[src/rtl/alsu_pipe.sv]
// Parametrised ALSU with a valid-qualified two-stage pipeline, zero flag,
// sticky error flag and error-driven LED blink.
module alsu_pipe #(
    parameter int    WIDTH          = 4,
    parameter string INPUT_PRIORITY = "A",
    parameter string FULL_ADDER     = "ON",
    parameter int    LED_W          = 16
) (
    input  logic               clk,
    input  logic               rst,
    input  logic               in_valid,
    input  logic [WIDTH-1:0]   A,
    input  logic [WIDTH-1:0]   B,
    input  logic [2:0]         opcode,
    input  logic               cin,
    input  logic               serial_in,
    input  logic               direction,
    input  logic               red_op_A,
    input  logic               red_op_B,
    input  logic               bypass_A,
    input  logic               bypass_B,
    input  logic               err_clr,
    output logic [2*WIDTH-1:0] out,
    output logic               out_valid,
    output logic               zero,
    output logic               err,
    output logic [LED_W-1:0]   leds
);

    localparam int OW      = 2 * WIDTH;
    localparam bit PRIO_A  = (INPUT_PRIORITY != "B");
    localparam bit USE_CIN = (FULL_ADDER == "ON");

    // Stage 1 capture registers
    logic             s1_valid_q;
    logic [WIDTH-1:0] a_q, b_q;
    logic [2:0]       op_q;
    logic             cin_q, sin_q, dir_q;
    logic             red_a_q, red_b_q, byp_a_q, byp_b_q;

    // Stage 2 result registers
    logic [OW-1:0]    out_q, out_d;
    logic             out_valid_q;
    logic             zero_q, zero_d;
    logic             err_q, err_d;
    logic [LED_W-1:0] leds_q, leds_d;

    logic [OW-1:0]    res;
    logic             res_err;
    logic [WIDTH-1:0] prio_op, red_src;
    logic             cin_eff;

    assign prio_op = PRIO_A ? a_q : b_q;
    assign red_src = (red_a_q && red_b_q) ? prio_op : (red_a_q ? a_q : b_q);
    assign cin_eff = USE_CIN & cin_q;

    always_ff @(posedge clk) begin
        if (rst) begin
            s1_valid_q <= 1'b0;
            a_q        <= '0;
            b_q        <= '0;
            op_q       <= '0;
            cin_q      <= 1'b0;
            sin_q      <= 1'b0;
            dir_q      <= 1'b0;
            red_a_q    <= 1'b0;
            red_b_q    <= 1'b0;
            byp_a_q    <= 1'b0;
            byp_b_q    <= 1'b0;
        end else begin
            s1_valid_q <= in_valid;
            if (in_valid) begin
                a_q     <= A;
                b_q     <= B;
                op_q    <= opcode;
                cin_q   <= cin;
                sin_q   <= serial_in;
                dir_q   <= direction;
                red_a_q <= red_op_A;
                red_b_q <= red_op_B;
                byp_a_q <= bypass_A;
                byp_b_q <= bypass_B;
            end
        end
    end

    always_comb begin
        res     = '0;
        res_err = 1'b0;
        if (byp_a_q && byp_b_q) begin
            res = OW'(prio_op);
        end else if (byp_a_q) begin
            res = OW'(a_q);
        end else if (byp_b_q) begin
            res = OW'(b_q);
        end else begin
            case (op_q)
                3'd0: begin
                    if (red_a_q || red_b_q) res[0] = &red_src;
                    else                    res    = OW'(a_q & b_q);
                end
                3'd1: begin
                    if (red_a_q || red_b_q) res[0] = ^red_src;
                    else                    res    = OW'(a_q ^ b_q);
                end
                3'd2: res = OW'(a_q) + OW'(b_q) + OW'(cin_eff);
                3'd3: res = OW'(a_q) * OW'(b_q);
                3'd4: res = dir_q ? {out_q[OW-2:0], sin_q} : {sin_q, out_q[OW-1:1]};
                3'd5: res = dir_q ? {out_q[OW-2:0], out_q[OW-1]} : {out_q[0], out_q[OW-1:1]};
                default: res_err = 1'b1;
            endcase
            // Reductions are only legal on the logic opcodes
            if (op_q >= 3'd2 && op_q <= 3'd5 && (red_a_q || red_b_q)) res_err = 1'b1;
            if (res_err) res = '0;
        end
    end

    always_comb begin
        out_d  = out_q;
        zero_d = zero_q;
        if (s1_valid_q) begin
            out_d  = res;
            zero_d = (res == '0);
        end
        // A new error outranks a coincident clear
        err_d  = (s1_valid_q && res_err) || (err_q && !err_clr);
        leds_d = err_q ? ~leds_q : '0;
    end

    always_ff @(posedge clk) begin
        if (rst) begin
            out_q       <= '0;
            out_valid_q <= 1'b0;
            zero_q      <= 1'b0;
            err_q       <= 1'b0;
            leds_q      <= '0;
        end else begin
            out_q       <= out_d;
            out_valid_q <= s1_valid_q;
            zero_q      <= zero_d;
            err_q       <= err_d;
            leds_q      <= leds_d;
        end
    end

    assign out       = out_q;
    assign out_valid = out_valid_q;
    assign zero      = zero_q;
    assign err       = err_q;
    assign leds      = leds_q;

endmodule

[config.mk]
export PLATFORM = sky130hd
export DESIGN_NAME = alsu_pipe
export DESIGN_NICKNAME = d
export VERILOG_FILES = /design/src/rtl/alsu_pipe.sv
export SDC_FILE = /design/constraint.sdc
export NUM_CORES = 1
export LEC_CHECK = 0
export ABC_AREA = 0
export CAP_MARGIN = 40
export CORE_MARGIN = 2
export CORE_UTILIZATION = 45
export CTS_BUF_LIST = sky130_fd_sc_hd__clkbuf_4 sky130_fd_sc_hd__clkbuf_8
export CTS_CLUSTER_DIAMETER = 80
export DETAILED_ROUTE_END_ITERATION = 10
export HOLD_SLACK_MARGIN = 0.03
export PLACE_DENSITY = 0.71
export SYNTH_ARGS = -nofsm -noshare
export SYNTH_HDL_FRONTEND = slang
export SYNTH_SLANG_ARGS = --single-unit
[constraint.sdc]
create_clock -name clk -period 4.2 [get_ports clk]
set_input_delay 0.84 -clock clk [delete_from_list [all_inputs] [get_ports clk]]
set_output_delay 0.84 -clock clk [all_outputs]
set_load 0.01 [all_outputs]
==> metrics.txt, run 1 <==
Comb pwr share 15.0%; H-tree depth 2; CP Max Fanout 8; worst flop-to-flop path endpoint zero$_SDFFE_PP0P_; Power Density 276 nW/um^2; total congestion overflow 0; synth cell count leaders nor2_1 (52), dfxtp_1 (46), mux2i_1 (33); share of cells above drive strength 1 6.33%; row count 27; hold buffers post-CTS 0; filler instances 505; die height 80.2 um; top cell type's share of synthesized area 35.3%; Sw Ratio 27.9%; Synth async-reset ratio 0%; min-delay src leds[5]$_SDFF_PP0_; Setup violations, final 0; 1st-iter DRT viols 121; Clock Power Share 31.4%; WL per Instance 13.6 um; outcome complete, no violations; clock skew 0.00605 ns; Synth warnings 0; setup bufs post-CTS 0; part of the power in registers 53.6%; Routed WL 5500 um; core area 5540 um^2; actual slew at the worst max-slew pin 0.677 ns; RR Startpoint a_q[0]$_SDFFE_PP0P_; vias per inst 5.16; hpwl dp 4290 um; Sink Count 46; required time worst endpoint 4.45 ns; FF+latch count, synth 46; Reg2Reg Depth 12; EDFF count, synth 0; Hold Fails Final Rpt 0; Reg2Reg Setup Slack 0.80 ns; Post-Syn Nets 335; Syn Inst Count 288; die area 6420 um^2; crit path DAT 3.65 ns; sequential element share of the synthesized area 35.3%; largest net degree at the start of global routing 20; DRC Markers 0; clock buffer depth 2; global-route wire length before repair 9530 um; clock slew at reported path FFs 0.09 ns; Setup crit start kind flop; mapped cell area 2610 um^2; headroom to the max-slew limit 54.8%; initial antenna violation count 0; P_sw 0.248 mW; Syn Area/Cell 9.06 um^2; worst hold stages 1; f_max 0.294 GHz; root buffer cell clkbuf_8; Antenna Cells 0; RSZ-0062 raised after global routing no; Internal 0.643 mW; final critical-path share of the clock period 80.9%; pins over their slew limit 0; Core Util, Final 58.4%; DIE WIDTH 80.2 um; largest area contributor in the netlist dfxtp_1; via count 2,086; Layout area overhead 23.9%; Synth cell types 42; Leak 1.38 nW; Ports 49; area of the multi-input gates 1590 um^2; I/O Buffers 48; final period demand of the worst path 3.40 ns; Fin Setup TNS 0 ns; Hold Path End leds[5]$_SDFF_PP0_; routability cong. 0.852; Reg area 921 um^2; Max-Cap Viols 0; clk_lat worst skew 0.30 ns; CTS Buf Count 5; endpoint class of the critical path flop; starting density of the core 47.1%; post-cts sizing count 0; Main synth FF type dfxtp_1; Max VDD drop 280 uV; synth top area cells dfxtp_1 (35%), mux2i_1 (13%), ha_1 (9.1%); Crit Path Class reg2reg; top-count cell post-synth nor2_1; vias in the first global route 2,035; CTS tree built; post-route ant nets 0; Final #Nets 378; Initial DRT Pass Iterations 4; GRT Resource Usage Total 18.9%; HP Class reg2reg
## cell families after synthesis
group                      share of synthesized area [%]
and+or+nand+nor                                     19.7
DFF                                                 35.3
adders and majority gates                           13.7
buffers and inverters                               3.69
muxes                                               16.5
xor gates and xnor gates                            1.34
AOI/OAI and AO/OA                                   9.78
## metrics by stage
stage	instances	hold slack [ns]	setup slack [ns]	area [um^2]	total power [mW]
floorplan	288	0.443	1.15	2610	0.571
global placement	395	0.400	0.972	3130	0.620
detailed placement	396	0.400	0.889	3140	0.622
CTS	404	0.414	0.828	3230	0.901
global route	404	0.425	0.486	3230	0.938
finish	404	0.413	0.804	3230	0.891
## cell type report
class	instances	area share [%]
clock buffers	5	2.13
clock inverters	3	0.735
inverters	9	1.04
multi-input cells	219	49.3
flip-flops and latches	46	28.5
well taps	72	2.79
repair buffers	50	15.6
## placed cells by master (no fill, tap or decap), types with 2 or more instances in the layout
| cell | instances |
|---|---|
| nor2b_1 | 4 |
| o22ai_1 | 5 |
| mux2_2 | 7 |
| clkbuf_8 | 5 |
| nand2b_1 | 7 |
| dfxtp_1 | 46 |
| inv_1 | 9 |
| mux2i_1 | 33 |
| a21o_1 | 2 |
| nand3_1 | 4 |
| nor2_1 | 52 |
| clkdlybuf4s50_1 | 48 |
| ha_1 | 19 |
| a31oi_1 | 2 |
| and3_1 | 4 |
| and2_1 | 9 |
| xor2_1 | 4 |
| clkinvlp_4 | 2 |
| nand2_1 | 21 |
| fa_1 | 6 |
| nor3_1 | 2 |
| a21oi_1 | 13 |
| o21ai_0 | 7 |
## critical path, stage by stage, from the launching register on
cell     delay, ns
dfxtp_1       0.51
nand2_1       0.13
fa_1          0.54
inv_1         0.05
fa_1          0.56
inv_1         0.07
fa_1          0.45
xor2_1        0.16
o22ai_1       0.12
o21ai_0       0.19
nand2_1       0.08
nor4_1        0.31
a31o_1        0.18
## sequential cells by signal, indices dropped and copies added (netlist names)
signal and flops:
err 1, cin_eff 1, sin_q 1, s1_valid_q 1
b_q 4, a_q 4, dir_q 1, zero 1
red_a_q 1, op_q 3, out 8, red_b_q 1
byp_a_q 1, leds 16, byp_b_q 1, out_valid 1
## worst max-delay path by stage
stage                             start           endpoint  slack, ns  cells after the start
floorplan           a_q[0]$_SDFFE_PP0P_  zero$_SDFFE_PP0P_       1.15                     11
CTS                 a_q[0]$_SDFFE_PP0P_  zero$_SDFFE_PP0P_       0.83                     12
detailed placement  a_q[0]$_SDFFE_PP0P_  zero$_SDFFE_PP0P_       0.89                     12
global placement    a_q[0]$_SDFFE_PP0P_  zero$_SDFFE_PP0P_       0.97                     11
finish              a_q[0]$_SDFFE_PP0P_  zero$_SDFFE_PP0P_       0.80                     12
global route        a_q[0]$_SDFFE_PP0P_  zero$_SDFFE_PP0P_       0.49                     12
## power by group through the flow
stage / Clock, mW / Sequential [mW] / Combinational, mW
2_1_floorplan: 0 / 0.474 / 0.0965
3_3_place_gp: 0 / 0.488 / 0.132
3_5_place_dp: 0 / 0.488 / 0.134
4_1_cts: 0.289 / 0.478 / 0.134
5_1_grt: 0.306 / 0.482 / 0.150
6_report: 0.280 / 0.478 / 0.134
## per-layer routing
layer / global-route usage (%) / wire (um) / vias to the layer above
met5: 0 / 0 / -
met4: 7.63 / 81 / 0
met2: 30.5 / 2500 / 40
li1: - / - / 1078
met1: 25.7 / 2740 / 964
met3: 2.25 / 184 / 4
Note: power is estimated with default switching activity, not from simulation.
==> inputs of run 2 (changes only) <==
--- a/config.mk
+++ b/config.mk
@@ -13,7 +13,7 @@
 export CTS_CLUSTER_DIAMETER = 80
 export DETAILED_ROUTE_END_ITERATION = 10
 export HOLD_SLACK_MARGIN = 0.03
-export PLACE_DENSITY = 0.71
+export PLACE_DENSITY = 0.74
 export SYNTH_ARGS = -nofsm -noshare
 export SYNTH_HDL_FRONTEND = slang
 export SYNTH_SLANG_ARGS = --single-unit
==> constraint.sdc (replaced) <==
create_clock -name clk -period 2.83 [get_ports clk]
set_input_delay 0.566 -clock clk [delete_from_list [all_inputs] [get_ports clk]]
set_output_delay 0.566 -clock clk [all_outputs]
set_load 0.01 [all_outputs]
==> metrics.txt, run 2 (synthesis gave the netlist of run 1 again) <==
commonest non-fill, non-tap cell in the layout nor2_1; share of cells above drive strength 1 15.4%; Crit Path Class reg2reg; initial antenna violation count 0; WL per Instance 14.4 um; outcome finished with violations; hpwl dp 4780 um; Power Density 399 nW/um^2; Antenna Cells 0; Initial DRT Pass Iterations 4; post-route setup slack -0.0849 ns; worst hold slack 0.413 ns; final period demand of the worst path 2.91 ns; Sw Ratio 28.3%; actual slew at the worst max-slew pin 0.703 ns; Clock Power Share 31.7%; clock slew at reported path FFs 0.10 ns; H-tree depth 2; I/O Buffers 48; vias in the first global route 2,215; clock skew 0.00440 ns; Internal 0.978 mW; die height 80.2 um; core area 5540 um^2; final critical-path share of the clock period 103%; CP Cell Sequence nand2_2 > fa_1 > inv_1 > fa_1 > ha_1 > a21o_1 > a21oi_2 > mux2_4 > o21a_1 > nor3_2 > a31o_1; max FFs per register 16; Max-Cap Viols 0; part of the power in registers 51.5%; vias per inst 5.29; required time worst endpoint 3.09 ns; Most common cell on crit path fa_1; Fin Setup TNS -0.174 ns; Setup violations, final 3; Setup crit start kind flop; Max VDD drop 358 uV; DIE WIDTH 80.2 um; Core Util, Final 61.7%; CP max stage cell fa_1; RSZ-0062 raised after global routing yes; CTS tree built; root buffer cell clkbuf_8; die area 6420 um^2; Final #Nets 396; largest net degree at the start of global routing 29; crit path DAT 3.17 ns; GRT Resource Usage Total 20.5%; placed cell areas 3280 um^2; Layout area overhead 31.1%; hold buffers post-CTS 0; endpoint class of the critical path flop; HP Class reg2reg; Top delay family on crit path adder cells; Leak 1.51 nW; row count 27; Comb pwr share 16.8%; fin area 3420 um^2; failing checks negative setup slack; 1st-iter DRT viols 121; Ports 49; most frequent cells in the layout nor2_1 (52), clkdlybuf4s50_1 (48), dfxtp_1 (40); pins over their slew limit 0; via count 2,234; CP Max Fanout 3; global-route wire length before repair 10,300 um; crit path buf inv count 1; DRC Markers 0; P_sw 0.386 mW; clk_lat worst skew 0.30 ns; Routed WL 6090 um; post-route ant nets 0; Sink Count 46; CTS Buf Count 5; clock buffer depth 2; starting density of the core 47.1%; total congestion overflow 0; routability cong. 0.862; Hold Fails Final Rpt 0; headroom to the max-slew limit 53.1%; f_max 0.343 GHz; setup bufs post-CTS 0; Worst path max stage delay 0.54 ns
==> run 2: timing repair <==
item,in CTS,in global routing
endpoints found under the hold margin,0,0
cloned,0,0
gates resized for setup,5,5
pin swaps,5,6
setup endpoints to repair,5,5
==> run 2: layout make-up <==
cell class	instances	area, um^2
fillers	485	2120
multi-input cells	219	1640
flip-flops and latches	46	931
repair buffers	68	631
well taps	72	90.1
clock buffers	5	68.8
inverters	9	33.8
clock inverters	3	28.8
==> run 2: final timing paths <==
kind                       startpoint  depth (start not counted)  slack (ns)                  end
setup / recovery  b_q[3]$_SDFFE_PP0P_                         11       -0.08    zero$_SDFFE_PP0P_
hold / removal    leds[15]$_SDFF_PP0_                          1        0.41  leds[15]$_SDFF_PP0_
hold reg to reg   leds[15]$_SDFF_PP0_                          1        0.41  leds[15]$_SDFF_PP0_
setup reg to reg  b_q[3]$_SDFFE_PP0P_                         11       -0.08    zero$_SDFFE_PP0P_
==> run 2: routing by layer <==
layer	global-route usage [%]	share of wire (%)	vias up
met3	2.13	2.5	5
met4	7.46	1.3	0
li1	-	-	1114
met1	26.4	46	1074
met2	35.3	50	41
met5	0	0	-
==> run 2: power groups by stage <==
stage | clock [mW] | sequential (mW) | combinational, mW
detailed placement | 0 | 0.717 | 0.226
CTS | 0.443 | 0.702 | 0.229
global placement | 0 | 0.716 | 0.222
finish | 0.432 | 0.702 | 0.229
floorplan | 0 | 0.705 | 0.143
global route | 0.471 | 0.707 | 0.255
==> run 2: metrics by stage <==
| stage | std cells | worst slack [ns] | power, mW |
|---|---|---|---|
| floorplan | 288 | 0.00826 | 0.848 |
| global placement | 414 | -0.0733 | 0.938 |
| detailed placement | 414 | -0.214 | 0.943 |
| CTS | 422 | -0.104 | 1.37 |
| global route | 422 | -0.188 | 1.43 |
| finish | 422 | -0.0849 | 1.36 |
==> inputs of run 3 (changes only) <==
--- a/config.mk
+++ b/config.mk
@@ -12,6 +12,7 @@
 export CTS_BUF_LIST = sky130_fd_sc_hd__clkbuf_4 sky130_fd_sc_hd__clkbuf_8
 export CTS_CLUSTER_DIAMETER = 80
 export DETAILED_ROUTE_END_ITERATION = 10
+export GPL_TIMING_DRIVEN = 0
 export HOLD_SLACK_MARGIN = 0.03
 export PLACE_DENSITY = 0.74
 export SYNTH_ARGS = -nofsm -noshare
==> metrics.txt, run 3 (synthesis gave the netlist of run 1 again) <==
outcome finished with violations; failing checks negative setup slack; Routed WL 6320 um; Max-Cap Viols 0; Reg2Reg Depth 11; final critical-path share of the clock period 105%; WL per Instance 15.0 um; 1st-iter DRT viols 217; clock buffer depth 2; worst flop-to-flop path endpoint zero$_SDFFE_PP0P_; via count 2,262; HP Class reg2reg; Top delay family on crit path adder cells; starting density of the core 47.1%; Max VDD drop 348 uV; Sink Count 46; Final Non-Filler Cells 422; RSZ-0062 raised after global routing yes; CP Cell Sequence nand2_4 > fa_1 > inv_2 > fa_1 > ha_1 > a21o_1 > a21oi_2 > mux2_4 > o21a_1 > nor3_1 > a31o_1; Ports 49; Most common cell on crit path fa_1; pins over their slew limit 0; endpoint class of the critical path flop; most frequent cells in the layout nor2_1 (52), clkdlybuf4s50_1 (47), dfxtp_1 (40); Sw Ratio 28.8%; routability cong. 0.895; Reg2Reg Setup Slack -0.15 ns; core area 5540 um^2; Power Density 394 nW/um^2; Hold Path End leds[3]$_SDFF_PP0_; total congestion overflow 0; share of cells above drive strength 1 15.1%; total power 1.37 mW; max FFs per register 16; Comb pwr share 18.3%; crit path DAT 3.24 ns; placed insts 407; CTS Buf Count 5; clk_lat worst skew 0.31 ns; H-tree depth 2; pre-CTS setup slack -0.401 ns; final period demand of the worst path 2.98 ns; Crit Path Class reg2reg; CP Max Fanout 2; Final #Nets 396; fin area 3480 um^2; clock slew at reported path FFs 0.10 ns; required time worst endpoint 3.09 ns; root buffer cell clkbuf_8; DRC Markers 0; actual slew at the worst max-slew pin 0.675 ns; Internal 0.977 mW; vias in the first global route 2,314; min-delay src leds[3]$_SDFF_PP0_; P_sw 0.396 mW; CP max stage cell fa_1; global-route wire length before repair 10,800 um; die area 6420 um^2; Layout area overhead 33.5%; vias per inst 5.36; Core Util, Final 62.9%; clock skew 0.0106 ns; worst hold slack 0.415 ns; filler instances 486; Clock Power Share 31.5%; headroom to the max-slew limit 55.0%; Leak 1.48 nW; Hold Fails Final Rpt 0; post-route setup slack -0.150 ns; worst hold stages 1; post-route ant nets 0; Fin Setup TNS -0.310 ns; Worst path max stage delay 0.55 ns; f_max 0.336 GHz; hpwl dp 4660 um; Reg area 943 um^2; die height 80.2 um; commonest non-fill, non-tap cell in the layout nor2_1; Initial DRT Pass Iterations 4; RR Startpoint a_q[0]$_SDFFE_PP0P_; GRT Resource Usage Total 21.4%; Antenna Cells 0; Setup crit start kind flop; placed cell areas 3190 um^2; initial antenna violation count 0; Setup violations, final 4; row count 27; CTS tree built; part of the power in registers 50.2%; crit path buf inv count 1; largest net degree at the start of global routing 18; I/O Buffers 47; hold buffers post-CTS 0; DIE WIDTH 80.2 um; area of the multi-input gates 1710 um^2
-- run 3: metal layers --
| metal | vias up | global-route usage (%) | wire, um |
|---|---|---|---|
| met5 | - | 0 | 0 |
| met4 | 0 | 7.29 | 123 |
| met3 | 10 | 4.04 | 288 |
| met2 | 57 | 37.1 | 3200 |
| met1 | 1083 | 26.4 | 2720 |
| li1 | 1112 | - | - |
-- run 3: layout make-up --
class / count / area share (%)
multi-input cells: 219 / 49.1
flip-flops and latches: 46 / 27.1
repair buffers: 54 / 15.7
well taps: 72 / 2.59
clock buffers: 5 / 1.98
plain buffers: 14 / 1.80
inverters: 9 / 0.970
clock inverters: 3 / 0.754
-- run 3: what timing repair did --
item,CTS,global route
setup endpoints to repair,6,6
pin swaps,4,3
buffers inserted,7,0
gates resized for setup,18,8
cloned,0,0
-- run 3: worst max-delay path by stage --
stage | cells after the start | slack [ns] | start | endpoint
after floorplan | 11 | 0.008 | a_q[0]$_SDFFE_PP0P_ | zero$_SDFFE_PP0P_
after global placement | 12 | -0.37 | a_q[2]$_SDFFE_PP0P_ | zero$_SDFFE_PP0P_
after detailed placement | 12 | -0.40 | a_q[2]$_SDFFE_PP0P_ | zero$_SDFFE_PP0P_
after CTS | 11 | -0.12 | b_q[3]$_SDFFE_PP0P_ | zero$_SDFFE_PP0P_
after global routing | 12 | -0.30 | b_q[3]$_SDFFE_PP0P_ | zero$_SDFFE_PP0P_
final | 11 | -0.15 | a_q[0]$_SDFFE_PP0P_ | zero$_SDFFE_PP0P_
-- run 3: power groups by stage --
stage,clock (mW),combinational (mW),sequential (mW)
floorplan,0,0.143,0.705
global placement,0,0.212,0.711
detailed placement,0,0.218,0.712
CTS,0.444,0.245,0.689
global route,0.469,0.277,0.694
finish,0.433,0.251,0.689
